===== config.mk =====
export PLATFORM = sky130hd
export DESIGN_NAME = lsu
export DESIGN_NICKNAME = d
export VERILOG_FILES = /design/src/rtl/lsu_pkg.sv /design/src/rtl/lsu_align.sv /design/src/rtl/lsu.sv
export SDC_FILE = /design/constraint.sdc
export NUM_CORES = 1
export LEC_CHECK = 0
export CORE_ASPECT_RATIO = 0.75
export CORE_MARGIN = 3
export CORE_UTILIZATION = 45
export CTS_CLUSTER_SIZE = 24
export DETAILED_ROUTE_END_ITERATION = 7
export PLACE_DENSITY = 0.81
export SKIP_LAST_GASP = 1
export SLEW_MARGIN = 20
export SYNTH_ARGS = -nofsm -noshare
export SYNTH_HDL_FRONTEND = slang
export SYNTH_SLANG_ARGS = --single-unit

===== constraint.sdc =====
create_clock -name clk -period 2.7 [get_ports clk]
set_clock_uncertainty 0.1 [all_clocks]
set_input_delay 0.81 -clock clk [delete_from_list [all_inputs] [get_ports clk]]
set_output_delay 0.81 -clock clk [all_outputs]
set_load 0.1 [all_outputs]

===== src/rtl/lsu_pkg.sv =====
`default_nettype none
// ============================================================================
// Module      : lsu_pkg
// Description : Shared types and constants for the load/store unit: FSM state
//               encoding, access-size encoding, default read timeout and an
//               alignment helper.
// Revision    : 1.0 - initial release
// ============================================================================
package lsu_pkg;

    typedef enum logic [1:0] {
        ST_IDLE  = 2'd0,
        ST_WRITE = 2'd1,
        ST_READ  = 2'd2,
        ST_RESP  = 2'd3
    } lsu_state_e;

    localparam logic [1:0] SZ_BYTE = 2'd0;
    localparam logic [1:0] SZ_HALF = 2'd1;
    localparam logic [1:0] SZ_WORD = 2'd2;

    localparam int TIMEOUT_CYCLES_DEFAULT = 15;

    // An access is unusable if the size code is illegal or the address is not
    // a multiple of the access width.
    function automatic logic is_misaligned(input logic [1:0] size,
                                           input logic [1:0] offset);
        logic mis;
        case (size)
            SZ_BYTE: mis = 1'b0;
            SZ_HALF: mis = offset[0];
            SZ_WORD: mis = (offset != 2'b00);
            default: mis = 1'b1;
        endcase
        return mis;
    endfunction

endpackage : lsu_pkg
`default_nettype wire


===== src/rtl/lsu_align.sv =====
`default_nettype none
// ============================================================================
// Module      : lsu_align
// Description : Combinational lane steering for the LSU.
//               Ports:
//                 size_i, unsigned_i, offset_i : access descriptor
//                 wdata_i      : raw store data from the core
//                 rdata_raw_i  : raw word returned by memory
//                 byte_en_o    : byte lane enables
//                 wdata_o      : store data replicated across lanes
//                 rdata_o      : load data shifted down and extended
// Revision    : 1.0 - initial release
// ============================================================================
module lsu_align
    import lsu_pkg::*;
(
    input  logic [1:0]  size_i,
    input  logic        unsigned_i,
    input  logic [1:0]  offset_i,
    input  logic [31:0] wdata_i,
    input  logic [31:0] rdata_raw_i,
    output logic [3:0]  byte_en_o,
    output logic [31:0] wdata_o,
    output logic [31:0] rdata_o
);

    logic [31:0] w_shifted;

    assign w_shifted = rdata_raw_i >> {offset_i, 3'b000};

    always_comb begin
        byte_en_o = 4'b0000;
        wdata_o   = wdata_i;
        rdata_o   = rdata_raw_i;
        case (size_i)
            SZ_BYTE: begin
                byte_en_o = 4'b0001 << offset_i;
                wdata_o   = {4{wdata_i[7:0]}};
                rdata_o   = unsigned_i ? {24'h000000, w_shifted[7:0]}
                                       : {{24{w_shifted[7]}}, w_shifted[7:0]};
            end
            SZ_HALF: begin
                byte_en_o = 4'b0011 << offset_i;
                wdata_o   = {2{wdata_i[15:0]}};
                rdata_o   = unsigned_i ? {16'h0000, w_shifted[15:0]}
                                       : {{16{w_shifted[15]}}, w_shifted[15:0]};
            end
            SZ_WORD: begin
                byte_en_o = 4'b1111;
                wdata_o   = wdata_i;
                rdata_o   = rdata_raw_i;
            end
            default: begin
                byte_en_o = 4'b0000;
                wdata_o   = wdata_i;
                rdata_o   = 32'h0000_0000;
            end
        endcase
    end

endmodule : lsu_align
`default_nettype wire


===== src/rtl/lsu.sv =====
`default_nettype none
// ============================================================================
// Module      : lsu
// Description : Single-outstanding load/store unit between a core and a
//               halting memory port.
//               Core side   : req_valid/req_we/req_size/req_unsigned/req_addr/
//                             req_wdata in, req_ready/rsp_valid/rsp_rdata/
//                             rsp_err out.
//               Memory side : data_addr/data_in/write/read/byte_en out (all
//                             registered), data_out/halt in.
//               clk rising edge, reset asynchronous active-low.
// Revision    : 1.0 - initial release
// ============================================================================
module lsu
    import lsu_pkg::*;
#(
    parameter int TIMEOUT_CYCLES = TIMEOUT_CYCLES_DEFAULT
) (
    input  logic        clk,
    input  logic        reset,
    // core side
    input  logic        req_valid,
    input  logic        req_we,
    input  logic [1:0]  req_size,
    input  logic        req_unsigned,
    input  logic [31:0] req_addr,
    input  logic [31:0] req_wdata,
    output logic        req_ready,
    output logic        rsp_valid,
    output logic [31:0] rsp_rdata,
    output logic        rsp_err,
    // memory side
    output logic [31:0] data_addr,
    output logic [31:0] data_in,
    output logic        write,
    output logic        read,
    output logic [3:0]  byte_en,
    input  logic [31:0] data_out,
    input  logic        halt
);

    // Last count value before the timeout fires: read stays up for exactly
    // TIMEOUT_CYCLES halted cycles.
    localparam logic [3:0] c_cnt_last = 4'(TIMEOUT_CYCLES - 1);

    lsu_state_e  state_q, state_d;
    logic [3:0]  cnt_q, cnt_d;
    logic [1:0]  size_q, size_d;
    logic        uns_q, uns_d;
    logic [31:0] data_addr_q, data_addr_d;
    logic [31:0] data_in_q, data_in_d;
    logic [3:0]  byte_en_q, byte_en_d;
    logic        write_q, write_d;
    logic        read_q, read_d;
    logic        rsp_err_q, rsp_err_d;
    logic [31:0] rsp_rdata_q, rsp_rdata_d;

    logic [1:0]  w_sel_size;
    logic        w_sel_uns;
    logic [1:0]  w_sel_off;
    logic [3:0]  w_be;
    logic [31:0] w_wdata;
    logic [31:0] w_rdata;
    logic        w_mis;

    // The aligner serves the incoming request while idle and the latched
    // access (held in the memory-side registers) while a load is in flight.
    assign w_sel_size = (state_q == ST_IDLE) ? req_size     : size_q;
    assign w_sel_uns  = (state_q == ST_IDLE) ? req_unsigned : uns_q;
    assign w_sel_off  = (state_q == ST_IDLE) ? req_addr[1:0] : data_addr_q[1:0];
    assign w_mis      = is_misaligned(req_size, req_addr[1:0]);

    lsu_align u_align (
        .size_i      (w_sel_size),
        .unsigned_i  (w_sel_uns),
        .offset_i    (w_sel_off),
        .wdata_i     (req_wdata),
        .rdata_raw_i (data_out),
        .byte_en_o   (w_be),
        .wdata_o     (w_wdata),
        .rdata_o     (w_rdata)
    );

    always_ff @(posedge clk or negedge reset) begin
        if (!reset) begin
            state_q     <= ST_IDLE;
            cnt_q       <= 4'd0;
            size_q      <= SZ_BYTE;
            uns_q       <= 1'b0;
            data_addr_q <= 32'h0000_0000;
            data_in_q   <= 32'h0000_0000;
            byte_en_q   <= 4'b0000;
            write_q     <= 1'b0;
            read_q      <= 1'b0;
            rsp_err_q   <= 1'b0;
            rsp_rdata_q <= 32'h0000_0000;
        end else begin
            state_q     <= state_d;
            cnt_q       <= cnt_d;
            size_q      <= size_d;
            uns_q       <= uns_d;
            data_addr_q <= data_addr_d;
            data_in_q   <= data_in_d;
            byte_en_q   <= byte_en_d;
            write_q     <= write_d;
            read_q      <= read_d;
            rsp_err_q   <= rsp_err_d;
            rsp_rdata_q <= rsp_rdata_d;
        end
    end

    always_comb begin
        state_d     = state_q;
        cnt_d       = cnt_q;
        size_d      = size_q;
        uns_d       = uns_q;
        data_addr_d = data_addr_q;
        data_in_d   = data_in_q;
        byte_en_d   = byte_en_q;
        write_d     = 1'b0;
        read_d      = 1'b0;
        rsp_err_d   = rsp_err_q;
        rsp_rdata_d = rsp_rdata_q;

        case (state_q)
            ST_IDLE: begin
                if (req_valid) begin
                    size_d      = req_size;
                    uns_d       = req_unsigned;
                    cnt_d       = 4'd0;
                    rsp_err_d   = 1'b0;
                    rsp_rdata_d = 32'h0000_0000;
                    if (w_mis) begin
                        // Rejected without touching memory.
                        rsp_err_d = 1'b1;
                        state_d   = ST_RESP;
                    end else begin
                        data_addr_d = req_addr;
                        data_in_d   = w_wdata;
                        byte_en_d   = w_be;
                        if (req_we) begin
                            write_d = 1'b1;
                            state_d = ST_WRITE;
                        end else begin
                            read_d  = 1'b1;
                            state_d = ST_READ;
                        end
                    end
                end
            end
            ST_WRITE: begin
                state_d = ST_RESP;
            end
            ST_READ: begin
                if (!halt) begin
                    rsp_rdata_d = w_rdata;
                    rsp_err_d   = 1'b0;
                    state_d     = ST_RESP;
                end else if (cnt_q == c_cnt_last) begin
                    rsp_rdata_d = 32'h0000_0000;
                    rsp_err_d   = 1'b1;
                    state_d     = ST_RESP;
                end else begin
                    read_d = 1'b1;
                    cnt_d  = cnt_q + 4'd1;
                end
            end
            ST_RESP: begin
                state_d = ST_IDLE;
            end
            default: begin
                state_d = ST_IDLE;
            end
        endcase
    end

    assign req_ready = (state_q == ST_IDLE);
    assign rsp_valid = (state_q == ST_RESP);
    assign rsp_rdata = rsp_rdata_q;
    assign rsp_err   = rsp_err_q;
    assign data_addr = data_addr_q;
    assign data_in   = data_in_q;
    assign write     = write_q;
    assign read      = read_q;
    assign byte_en   = byte_en_q;

endmodule : lsu
`default_nettype wire


==> metrics.csv <==
stage,metric,value,unit
run_status,status,finished clean,
final_layout,fillcell total,975,
route,Vias,5649,
setup_path,Max stage delay on crit path,410,ps
clock_tree,cts repair resizes,0,
route,via/cell ratio,5.48,
place,Port Buffers,208,
clock_tree,CTS tree,done,
setup_path,startpoint types,register,
yosys,register area share after synthesis,0.488,
clock_tree,CTS Sinks,112,
timing,Slew headroom,0.637,
yosys,Syn Nets,747,
yosys,Synth Cell Area,0.00575,sq mm
timing,Setup-failing EPs final,0,
setup_path,Worst EP required,1790,ps
clock_tree,clock insertion delay at the later pin of the skew report,350,ps
route,drt first-iter violations,554,
route,"wirelength, routed",18700,microns
yosys,Yosys Warn Count,0,
setup_path,element type at the critical path end,output pin,
setup_path,Crit path arrival time,1590,ps
route,wire per inst,18.2,microns
timing,Least-Margin Pin Slew,542,ps
place,Final HPWL DP,14200,microns
clock_tree,"CTS clk-pin slew, worst paths",80,ps
timing,Hold WS,326,ps
clock_tree,post-CTS setup buffer count,1,
floorplan,Die H,104,microns
yosys,Synth Area per Inst,9.01,sq um
floorplan,chip width,136,microns
clock_tree,CTS Root Cell,clkbuf_16,
timing,Fin Setup TNS,0,ps
timing,fin. max-slew vios,0,
grt,overflow left after global routing,0,
final_layout,P&R area growth vs syn,44.6,%
yosys,Gate Count Post-Synth,638,
grt,largest net degree at the start of global routing,52,
clock_tree,cts hold-fix bufs,0,
floorplan,DIE AREA,0.0142,sq mm
yosys,Synth area leader,dfrtp_1,
timing,Final Cycle Share,0.925,
floorplan,Site Rows,35,
timing,Final Hold Viols,0,
run,number of max-cap violations,0,
clock_tree,CTS HTree Levels,3,
yosys,post-synth top area share,0.488,
grt,GR Util All Layers,0.265,
setup_path,slowest cell on the critical path,dfrtp_1,
final_layout,Final nets,969,
setup_path,worst-path cell chain,"inv_1, ha_4, buf_4, buf_12",
final_layout,share of cells above drive strength 1,0.227,
grt,vias in the first global route,5732,
route,Remaining DRCs,0,
clock_tree,CTS buffer count,9,
route,first drt pass iteration count,8,
place,pre-CTS setup slack,-599,ps
clock_tree,CTS Buffer Depth,2,
route,"antenna viol nets, final",0,
timing,RSZ-0062 raised after global routing,no,
timing,worst setup margin,202,ps
min_path,Hold Path Class,in2async,
floorplan,I/O pins,209,
floorplan,Starting Density,0.464,
timing,FMAX,400,MHz
grt,initial antenna violation count,0,
yosys,Synth cell types,50,
yosys,top area cells in the synthesized netlist,"dfrtp_1 (49%), nand2_1 (13%), a31oi_1 (2.8%)",
setup_path,critical setup path kind,reg2out,
final_layout,Post-Route Utilization,0.670,
yosys,#FFs+latches synth,112,
final_layout,ANT cells,0,
floorplan,Core ar.,0.0124,sq mm
yosys,async set-reset flop share out of synthesis,1.00,
yosys,Post-synth EDFFs,0,
place,GPL Wtd Cong,0.872,
yosys,leading register cell type out of synthesis,dfrtp_1,
timing,post-layout minimum cycle time,2500,ps
setup_path,Crit Path Max Fanout,15,
grt,first-pass GRT wire length,30000,microns
state kept, by name (all words and copies together) (netlist names):
| name | cells |
|---|---|
| state_q | 2 |
| uns_q | 1 |
| byte_en | 4 |
| data_in | 32 |
| rsp_err | 1 |
| rsp_rdata | 32 |
| write | 1 |
| read | 1 |
| data_addr | 32 |
| cnt_q | 4 |
| size_q | 2 |
metrics by stage:
stage / std cells / area [sq um]
floorplan: 638 / 5760
global placement: 1014 / 8000
detailed placement: 1014 / 8000
CTS: 1031 / 8310
global route: 1031 / 8310
finish: 1031 / 8310
final timing paths:
| path | startpoint | end | slack (ps) | cells after the start |
|---|---|---|---|---|
| setup reg to reg | state_q[0] | rsp_rdata[4] | 220 | 10 |
| hold / removal | reset | data_addr[17] | 330 | 1 |
| hold reg to reg | data_addr[13] | data_addr[13] | 380 | 2 |
| min in group clk | data_addr[13] | data_addr[13] | 380 | 2 |
| max in group asynchronous | reset | byte_en[3] | 1480 | 2 |
| setup / recovery | state_q[0] | req_ready | 200 | 4 |
layout make-up:
type | count | area [sq um] | share of cell area
clock buffer | 10 | 229 | 0.0276
clock inverter | 6 | 62.6 | 0.00753
inverter | 20 | 75.1 | 0.00903
multi-input combinational | 465 | 2660 | 0.320
sequential | 112 | 2800 | 0.337
tap | 166 | 208 | 0.0250
timing repair buffer | 252 | 2270 | 0.273
synth_stat cells (all sizes together), types with 5 or more instances:
master,instances
o211ai,7
nand2b,6
a211oi,16
o22a,8
nand3,6
nor2b,18
clkbuf,15
buf,26
inv,20
mux2i,12
mux2,7
o21ai,29
nor2,41
o22ai,10
a21oi,14
o2bb2ai,7
a31oi,26
dfrtp,112
a22oi,17
ha,5
nand2,194
and3,17
a222oi,7
routing by layer:
metal / wire, microns / share of wire / GRT usage
met5: 0 / 0 / 0
met4: 508 / 0.027 / 0.0863
met3: 1460 / 0.078 / 0.0537
met2: 9060 / 0.48 / 0.422
met1: 7710 / 0.41 / 0.362
cells by family after synthesis:
family / synth area share
and+or+nand+nor: 0.214
AOI/OAI and AO/OA: 0.194
DFF: 0.488
buffers and inverters: 0.0529
muxes: 0.0381
adders and majority gates: 0.0109
xor gates and xnor gates: 0.00305
cells in the final DEF (no fill, tap or decap), drive strengths merged, types with 2 or more instances in the layout:
| master | instances |
|---|---|
| clkbuf | 10 |
| ha | 5 |
| inv | 23 |
| a211oi | 16 |
| clkinv | 3 |
| nand2 | 194 |
| o211ai | 7 |
| o21ai | 29 |
| and3 | 17 |
| a21oi | 14 |
| buf | 150 |
| clkdlybuf4s50 | 102 |
| a31oi | 26 |
| o2bb2ai | 7 |
| nand3 | 6 |
| xor2 | 2 |
| mux2i | 12 |
| nor3 | 2 |
| a22oi | 17 |
| dfrtp | 112 |
| o22ai | 10 |
| o22a | 8 |
| nand2b | 6 |
| a222oi | 7 |
| mux2 | 7 |
| a22o | 2 |
| a21o | 2 |
| nor2b | 18 |
| nor2 | 41 |
worst max-delay path, delay by kind of cell, from the launching register on:
family     cells  cell delay, ps
buf+inv        3             530
fa+ha+maj      1             300
flops          1             410
Power is not shown: default switching activity piles up to over one toggle a cycle in this logic, so the estimate is an artifact.
